### src/rtl/mem_port_arbiter.sv
// Arbitrates one single-ported RAM between instruction fetch (IF) and load/store (MEM).
// Define MEM_ARB_ROUND_ROBIN_EN to make ties alternate; otherwise MEM always wins a tie.
module mem_port_arbiter #(
    parameter int WAIT_CYCLES = 1
) (
    input  logic        clk,
    input  logic        rst,
    input  logic        if_req,
    input  logic [31:0] if_addr,
    output logic [31:0] if_rdata,
    output logic        if_ack,
    input  logic        mem_req,
    input  logic        mem_we,
    input  logic [3:0]  mem_sel,
    input  logic [31:0] mem_addr,
    input  logic [31:0] mem_wdata,
    output logic [31:0] mem_rdata,
    output logic        mem_ack,
    output logic        stall_req,
    output logic        ram_ce,
    output logic        ram_we,
    output logic [3:0]  ram_sel,
    output logic [31:0] ram_addr,
    output logic [31:0] ram_wdata,
    input  logic [31:0] ram_rdata
);

    generate
        if (WAIT_CYCLES < 1 || WAIT_CYCLES > 15) begin : g_bad_wait_cycles
            $error("mem_port_arbiter: WAIT_CYCLES must be within 1..15");
        end
    endgenerate

    localparam logic [1:0] S_IDLE  = 2'd0;
    localparam logic [1:0] S_ISSUE = 2'd1;
    localparam logic [1:0] S_WAIT  = 2'd2;
    localparam logic [1:0] S_DONE  = 2'd3;

    localparam logic [3:0] CNT_LOAD = 4'(WAIT_CYCLES - 1);

    logic [1:0]  state_q, state_d;
    logic [3:0]  cnt_q, cnt_d;
    logic        gnt_mem_q, gnt_mem_d;
    logic        gnt_we_q, gnt_we_d;
    logic        ram_ce_q, ram_ce_d;
    logic        ram_we_q, ram_we_d;
    logic [3:0]  ram_sel_q, ram_sel_d;
    logic [31:0] ram_addr_q, ram_addr_d;
    logic [31:0] ram_wdata_q, ram_wdata_d;
    logic [31:0] if_rdata_q, if_rdata_d;
    logic [31:0] mem_rdata_q, mem_rdata_d;
    logic        if_ack_q, if_ack_d;
    logic        mem_ack_q, mem_ack_d;
    logic        grant_mem;

`ifdef MEM_ARB_ROUND_ROBIN_EN
    logic        last_if_q, last_if_d;

    // On a tie, serve whichever side did not get the previous grant.
    always_comb begin
        grant_mem = mem_req & (~if_req | last_if_q);
    end
`else
    always_comb begin
        grant_mem = mem_req;
    end
`endif

    always_comb begin
        state_d     = state_q;
        cnt_d       = cnt_q;
        gnt_mem_d   = gnt_mem_q;
        gnt_we_d    = gnt_we_q;
        ram_ce_d    = 1'b0;
        ram_we_d    = 1'b0;
        ram_sel_d   = ram_sel_q;
        ram_addr_d  = ram_addr_q;
        ram_wdata_d = ram_wdata_q;
        if_rdata_d  = if_rdata_q;
        mem_rdata_d = mem_rdata_q;
        if_ack_d    = 1'b0;
        mem_ack_d   = 1'b0;
`ifdef MEM_ARB_ROUND_ROBIN_EN
        last_if_d   = last_if_q;
`endif
        case (state_q)
            S_IDLE: begin
                if (mem_req || if_req) begin
                    state_d   = S_ISSUE;
                    ram_ce_d  = 1'b1;
                    gnt_mem_d = grant_mem;
`ifdef MEM_ARB_ROUND_ROBIN_EN
                    last_if_d = ~grant_mem;
`endif
                    if (grant_mem) begin
                        gnt_we_d    = mem_we;
                        ram_we_d    = mem_we;
                        ram_sel_d   = mem_sel;
                        ram_addr_d  = mem_addr;
                        ram_wdata_d = mem_wdata;
                    end else begin
                        gnt_we_d    = 1'b0;
                        ram_sel_d   = 4'hF;
                        ram_addr_d  = if_addr;
                        ram_wdata_d = 32'h0;
                    end
                end
            end
            S_ISSUE: begin
                cnt_d   = CNT_LOAD;
                state_d = S_WAIT;
            end
            S_WAIT: begin
                if (cnt_q == 4'd0) begin
                    state_d = S_DONE;
                    if (gnt_mem_q) begin
                        mem_ack_d = 1'b1;
                        if (!gnt_we_q) begin
                            mem_rdata_d = ram_rdata;
                        end
                    end else begin
                        if_ack_d   = 1'b1;
                        if_rdata_d = ram_rdata;
                    end
                end else begin
                    cnt_d = cnt_q - 4'd1;
                end
            end
            default: begin
                state_d = S_IDLE;
            end
        endcase
    end

    always_ff @(posedge clk) begin
        if (rst) begin
            state_q     <= S_IDLE;
            cnt_q       <= 4'd0;
            gnt_mem_q   <= 1'b0;
            gnt_we_q    <= 1'b0;
            ram_ce_q    <= 1'b0;
            ram_we_q    <= 1'b0;
            ram_sel_q   <= 4'h0;
            ram_addr_q  <= 32'h0;
            ram_wdata_q <= 32'h0;
            if_rdata_q  <= 32'h0;
            mem_rdata_q <= 32'h0;
            if_ack_q    <= 1'b0;
            mem_ack_q   <= 1'b0;
`ifdef MEM_ARB_ROUND_ROBIN_EN
            last_if_q   <= 1'b1;
`endif
        end else begin
            state_q     <= state_d;
            cnt_q       <= cnt_d;
            gnt_mem_q   <= gnt_mem_d;
            gnt_we_q    <= gnt_we_d;
            ram_ce_q    <= ram_ce_d;
            ram_we_q    <= ram_we_d;
            ram_sel_q   <= ram_sel_d;
            ram_addr_q  <= ram_addr_d;
            ram_wdata_q <= ram_wdata_d;
            if_rdata_q  <= if_rdata_d;
            mem_rdata_q <= mem_rdata_d;
            if_ack_q    <= if_ack_d;
            mem_ack_q   <= mem_ack_d;
`ifdef MEM_ARB_ROUND_ROBIN_EN
            last_if_q   <= last_if_d;
`endif
        end
    end

    assign ram_ce    = ram_ce_q;
    assign ram_we    = ram_we_q;
    assign ram_sel   = ram_sel_q;
    assign ram_addr  = ram_addr_q;
    assign ram_wdata = ram_wdata_q;
    assign if_rdata  = if_rdata_q;
    assign mem_rdata = mem_rdata_q;
    assign if_ack    = if_ack_q;
    assign mem_ack   = mem_ack_q;

    // Drops in the ack cycle so the pipeline advances on the following edge.
    assign stall_req = (if_req & ~if_ack_q) | (mem_req & ~mem_ack_q);

endmodule

### config.mk
export PLATFORM = sky130hd
export DESIGN_NAME = mem_port_arbiter
export DESIGN_NICKNAME = d
export VERILOG_FILES = /design/src/rtl/mem_port_arbiter.sv
export SDC_FILE = /design/constraint.sdc
export NUM_CORES = 1
export LEC_CHECK = 0
export BUFFER_PORTS_ARGS = -buffer_cell sky130_fd_sc_hd__buf_2
export CAP_MARGIN = 30
export CORE_MARGIN = 2
export CORE_UTILIZATION = 38
export CTS_CLUSTER_DIAMETER = 30
export DETAILED_ROUTE_END_ITERATION = 10
export PLACE_DENSITY = 0.78
export SYNTH_ARGS = -nofsm -noshare
export SYNTH_HDL_FRONTEND = slang
export SYNTH_SLANG_ARGS = --single-unit
### constraint.sdc
create_clock -name clk -period 1.9 [get_ports clk]
set_input_delay 0.285 -clock clk [delete_from_list [all_inputs] [get_ports clk]]
set_output_delay 0.285 -clock clk [all_outputs]
set_load 0.05 [all_outputs]
# Word level (Yosys, flattened, before mapping)

Index checks and enable logic that the tools add are counted.
Widths: inputs -> output; s select.

Bits of input ports: 137
Logic and storage cells: 54
Output and inout port bits: 137
Register bits: 144

Mux-type cells: 12
Bitwise operators: 11
$add $sub $neg: 1
Equal/unequal tests: 5
Reductions and logical operators: 12

Operators with widths:

| operator            | number |
|---|---|
| $mux 32             | 2 |
| $mux 4              | 2 |
| $not 1->1           | 8 |
| $pmux 4 s2          | 1 |
| $ne 2x2->1 const B  | 3 |
| $pmux 2 s3          | 1 |
| $reduce_and 2->1    | 3 |
| $reduce_or 3->1     | 2 |
| $logic_not 4->1     | 1 |
| $mux 1              | 4 |
| $mux 2              | 2 |
| $reduce_and 4->1    | 1 |
| $sub 4x1->4 const B | 1 |
| $reduce_and 3->1    | 1 |
| $and 1x1->1         | 2 |
| $eq 2x1->1 const B  | 1 |
| $eq 2x2->1 const B  | 1 |
| $logic_not 2->1     | 1 |
| $reduce_bool 2->1   | 1 |
| $reduce_or 2->1     | 1 |
| $logic_or 1x1->1    | 1 |
| $or 1x1->1          | 1 |

# Logic depth before layout (Yosys ltp)

Depth after elaboration: 3
Depth in mapped cells: 8
Depth with buffers taken out: 5

# Worst setup path before layout

OpenSTA, ideal clock, no wires.

Path kind: input port to output port
Start point: input mem_req
End point: output stall_req
Arrival: 1.510 ns
Setup slack: 0.105 ns
Path buffers: 2
Data required time: 1.615 ns
Stages: 4
Path through: buf_2 -> buf_2 -> inv_1 -> o22ai_1

Cells in the longest elaborated chain, start to end: 2

Ends and longest elaborated chain:

| item        | RTL line | text |
|---|---|---|
| from (decl) | 12       | `input logic mem_req,` |
| $and 1x1->1 | 184      | `assign stall_req = (if_req & ~if_ack_q) \| (mem_req & ~mem_ack_q);` |
| $or 1x1->1  | 184      |  |
| to (decl)   | 19       | `output logic stall_req,` |

No other way between the ends.

# Final worst setup path

Start point: register cnt_q[0]
End point: register mem_rdata_q[14], in the netlist mem_rdata[14]

Cells in the longest elaborated chain, start to end: 2

Ends and longest elaborated chain:

| item                              | RTL line | text |
|---|---|---|
| from (decl)                       | 42       | `logic [3:0] cnt_q, cnt_d;` |
| from (signal assigned)            | 155      | `cnt_q <= cnt_d;` |
| $logic_not 4->1                   | 114      | `if (cnt_q == 4'd0) begin` |
| $reduce_and 4->1 (no source line) | n/a      |  |
| to (signal assigned)              | 164      | `mem_rdata_q <= mem_rdata_d;` |
| to (decl)                         | 51       | `logic [31:0] mem_rdata_q, mem_rdata_d;` |

No other way between the ends.
A chain may end at the register's enable or synchronous reset.

==> run metrics <==
total via count in the routed design 5752; hold path startpoint mem_we; Syn Area/Cell 8.52 sq um; hold buffer count at CTS 0; Top Ports 274; H-tree lvl count 4; DRT Wirelength 16800 um; internal power 0.00676 W; row cnt 44; post-route ant nets 0; wire length per cell 15.0 um; max cap viols 0; largest net degree at the start of global routing 69; area leader, netlist dfxtp_1; RD Place Congestion 0.807; Max Slew Vio Count 0; r2r setup slk 0.20 ns; met2 GRT Util 0.353; Post-route DRC 0; leading cell type in the layout, fill and taps excluded buf_2; R2R Path End mem_rdata[14]; GR Overflow Total 0; initial drt markers 314; Post-synth EDFFs 0; CTS buffer count 17; clk sinks 144; Worst Reg-to-Reg Cells 6; Mapped Area 5700 sq um; Peak Freq 589 MHz; RSZ-0062 raised after global routing no; chip width 126 um; Fill cells 1367; switching pwr 0.00539 W; HPWL after detailed placement 12300 um; core region area 14600 sq um; Synth top area share 0.506; initial antenna violation count 2; Worst-Skew Late Latency 0.41 ns; area grow syn2layout 38.6%; CP peak stage delay 0.45 ns; Synth cell types 32; Worst Skew 0.0112 ns; crit path capture type register; share of cells above drive strength 1 0.361; most frequent cells in the layout buf_2, dfxtp_1, a21oi_1, nand3_1, o21ai_0; TritonCTS clock tree built; Synthesized Nets 810; flops & latches, synth 144; pwr/cell area 1540 nW/um^2; pre-CTS WS 0.146 ns; Setup CP Type reg2reg; Global Route Usage Sum 0.205; Die Y-Extent 126 um; setup TNS 0 ns; worst setup margin 0.203 ns; M1 GR Usage 0.243; CP startpoint kind register; busiest grt layer met2; CTS Root Buffer Type clkbuf_16; top_reg_cell synth dfxtp_1; Tmin final 1.70 ns; Crit Reg-Reg Startpoint cnt_q[0]; Worst Tran Pin Value 0.519 ns; run status finished clean; Hold Path Stages 3; worst path cell trace inv_1 > ha_1 > or3b_4 > buf_4 > o21ai_0 > a21oi_1; Hold WC Path Type in2reg; buffer count from post-CTS setup fixing 0; post-CTS sizing 0; total design power 0.0121 W; CP max-delay cell or3b_4; grt met3 use 0.0595; Synthesis Warnings 0; router iterations before antenna repair 4; clk buf depth 2; Reg clk slew, reported paths 0.07 ns; Pleak 3.59 nW; hold endpoint ram_we; crit share post-route 0.893; Mapped Cells 669; Synth area leaders dfxtp_1, a21oi_1, nand3_1; nets 1061; Critical Path RT 2.20 ns; initial core utilization 0.391; vias in the first global route 5412; async set-reset flop share out of synthesis 0; Die ar. 16000 sq um; Max VDD drop 857 uV; Via density 5.14; final core utilization 0.542; critical path data arrival time 2.00 ns; Comb pwr share 0.412; final hold vios 0; first-pass GRT wire length 26600 um; Seq pwr share 0.321; clock network power share 0.267; Final Setup Violations 0; sequential fraction of the synthesis area 0.506; slew margin rel. 0.654; port bufs 273; crit-path max FO 14; Sw Share 0.444
[power by group through the flow]
stage               sequential [W]  combinational (W)  clock, W
global route               0.00397            0.00536   0.00346
floorplan                  0.00590            0.00174         0
global placement           0.00395            0.00498         0
CTS                        0.00390            0.00505   0.00330
finish                     0.00390            0.00500   0.00325
detailed placement         0.00396            0.00504         0
[worst max-delay path, delay by kind of cell (launching register included)]
family	cells	cell delay (ns)
and+or+nand+nor	1	0.45
adders and majority gates	1	0.25
buffers and inverters	2	0.28
AOI/OAI and AO/OA	2	0.28
DFF	1	0.33
[registers in the layout, indices dropped and copies added, names as in the netlist, 2 cells and up]
| register | flops |
|---|---|
| ram_addr | 32 |
| state_q | 2 |
| ram_wdata | 32 |
| ram_sel | 4 |
| mem_rdata | 32 |
| if_rdata | 32 |
| cnt_q | 4 |
[cell families after synthesis]
| group | Yosys count | share of synthesized area |
|---|---|---|
| muxes | 34 | 0.0597 |
| AOI/OAI and AO/OA | 217 | 0.207 |
| buffers and inverters | 76 | 0.0568 |
| and+or+nand+nor | 194 | 0.162 |
| DFF | 144 | 0.506 |
| adders and majority gates | 4 | 0.00878 |
[cells in the mapped netlist, types with 2 or more instances]
master and instances:
o21ai_0 54, a21oi_1 106, nand3_1 97, buf_1 2, nor3_1 2, dfxtp_1 144
or3b_1 2, nor2b_1 2, mux2i_1 34, nor2_1 37, nand2b_1 4, nand2_1 40
inv_1 8, o21ai_1 19, o22ai_1 2, clkbuf_1 40, ha_1 4, a211oi_1 32
nand4_1 3, buf_2 25
[per-layer routing]
metal | wire (um) | up-vias | share of wire
met4 | 266 | 2 | 0.016
met2 | 8280 | 271 | 0.49
li1 | - | 2881 | -
met5 | 13 | - | 0.00078
met1 | 6830 | 2574 | 0.41
met3 | 1360 | 24 | 0.081
[stage by stage]
| step | instances | hold slack, ns | area [sq um] |
|---|---|---|---|
| global route | 1118 | 0.117 | 7900 |
| global placement | 1085 | 0.437 | 7320 |
| finish | 1118 | 0.112 | 7900 |
| floorplan | 669 | 0.408 | 5700 |
| detailed placement | 1085 | 0.440 | 7320 |
| CTS | 1117 | 0.0871 | 7900 |
[worst max-delay path by stage]
| stage | cells past startpoint | slack, ns | endpoint | startpoint |
|---|---|---|---|---|
| final | 6 | 0.20 | mem_rdata[14] | cnt_q[0] |
| after global routing | 6 | 0.03 | mem_rdata[15] | cnt_q[0] |
| after detailed placement | 6 | 0.15 | mem_rdata[31] | cnt_q[0] |
| after CTS | 6 | 0.14 | mem_rdata[31] | cnt_q[0] |
| after floorplan | 4 | 0.10 | stall_req | mem_req |
| after global placement | 6 | 0.22 | mem_rdata[14] | cnt_q[0] |
[final cells by class]
| type | count | area, sq um | share of cell area |
|---|---|---|---|
| flip-flops and latches | 144 | 2880 | 0.365 |
| multi-input cells | 449 | 2520 | 0.319 |
| repair buffers | 300 | 1660 | 0.210 |
| clock buffers | 17 | 425 | 0.0538 |
| well taps | 184 | 230 | 0.0291 |
| clock inverters | 15 | 149 | 0.0188 |
| inverters | 8 | 30.0 | 0.00380 |
| diodes | 1 | 2.50 | 0.000317 |
(Power assumes the default switching activity.)
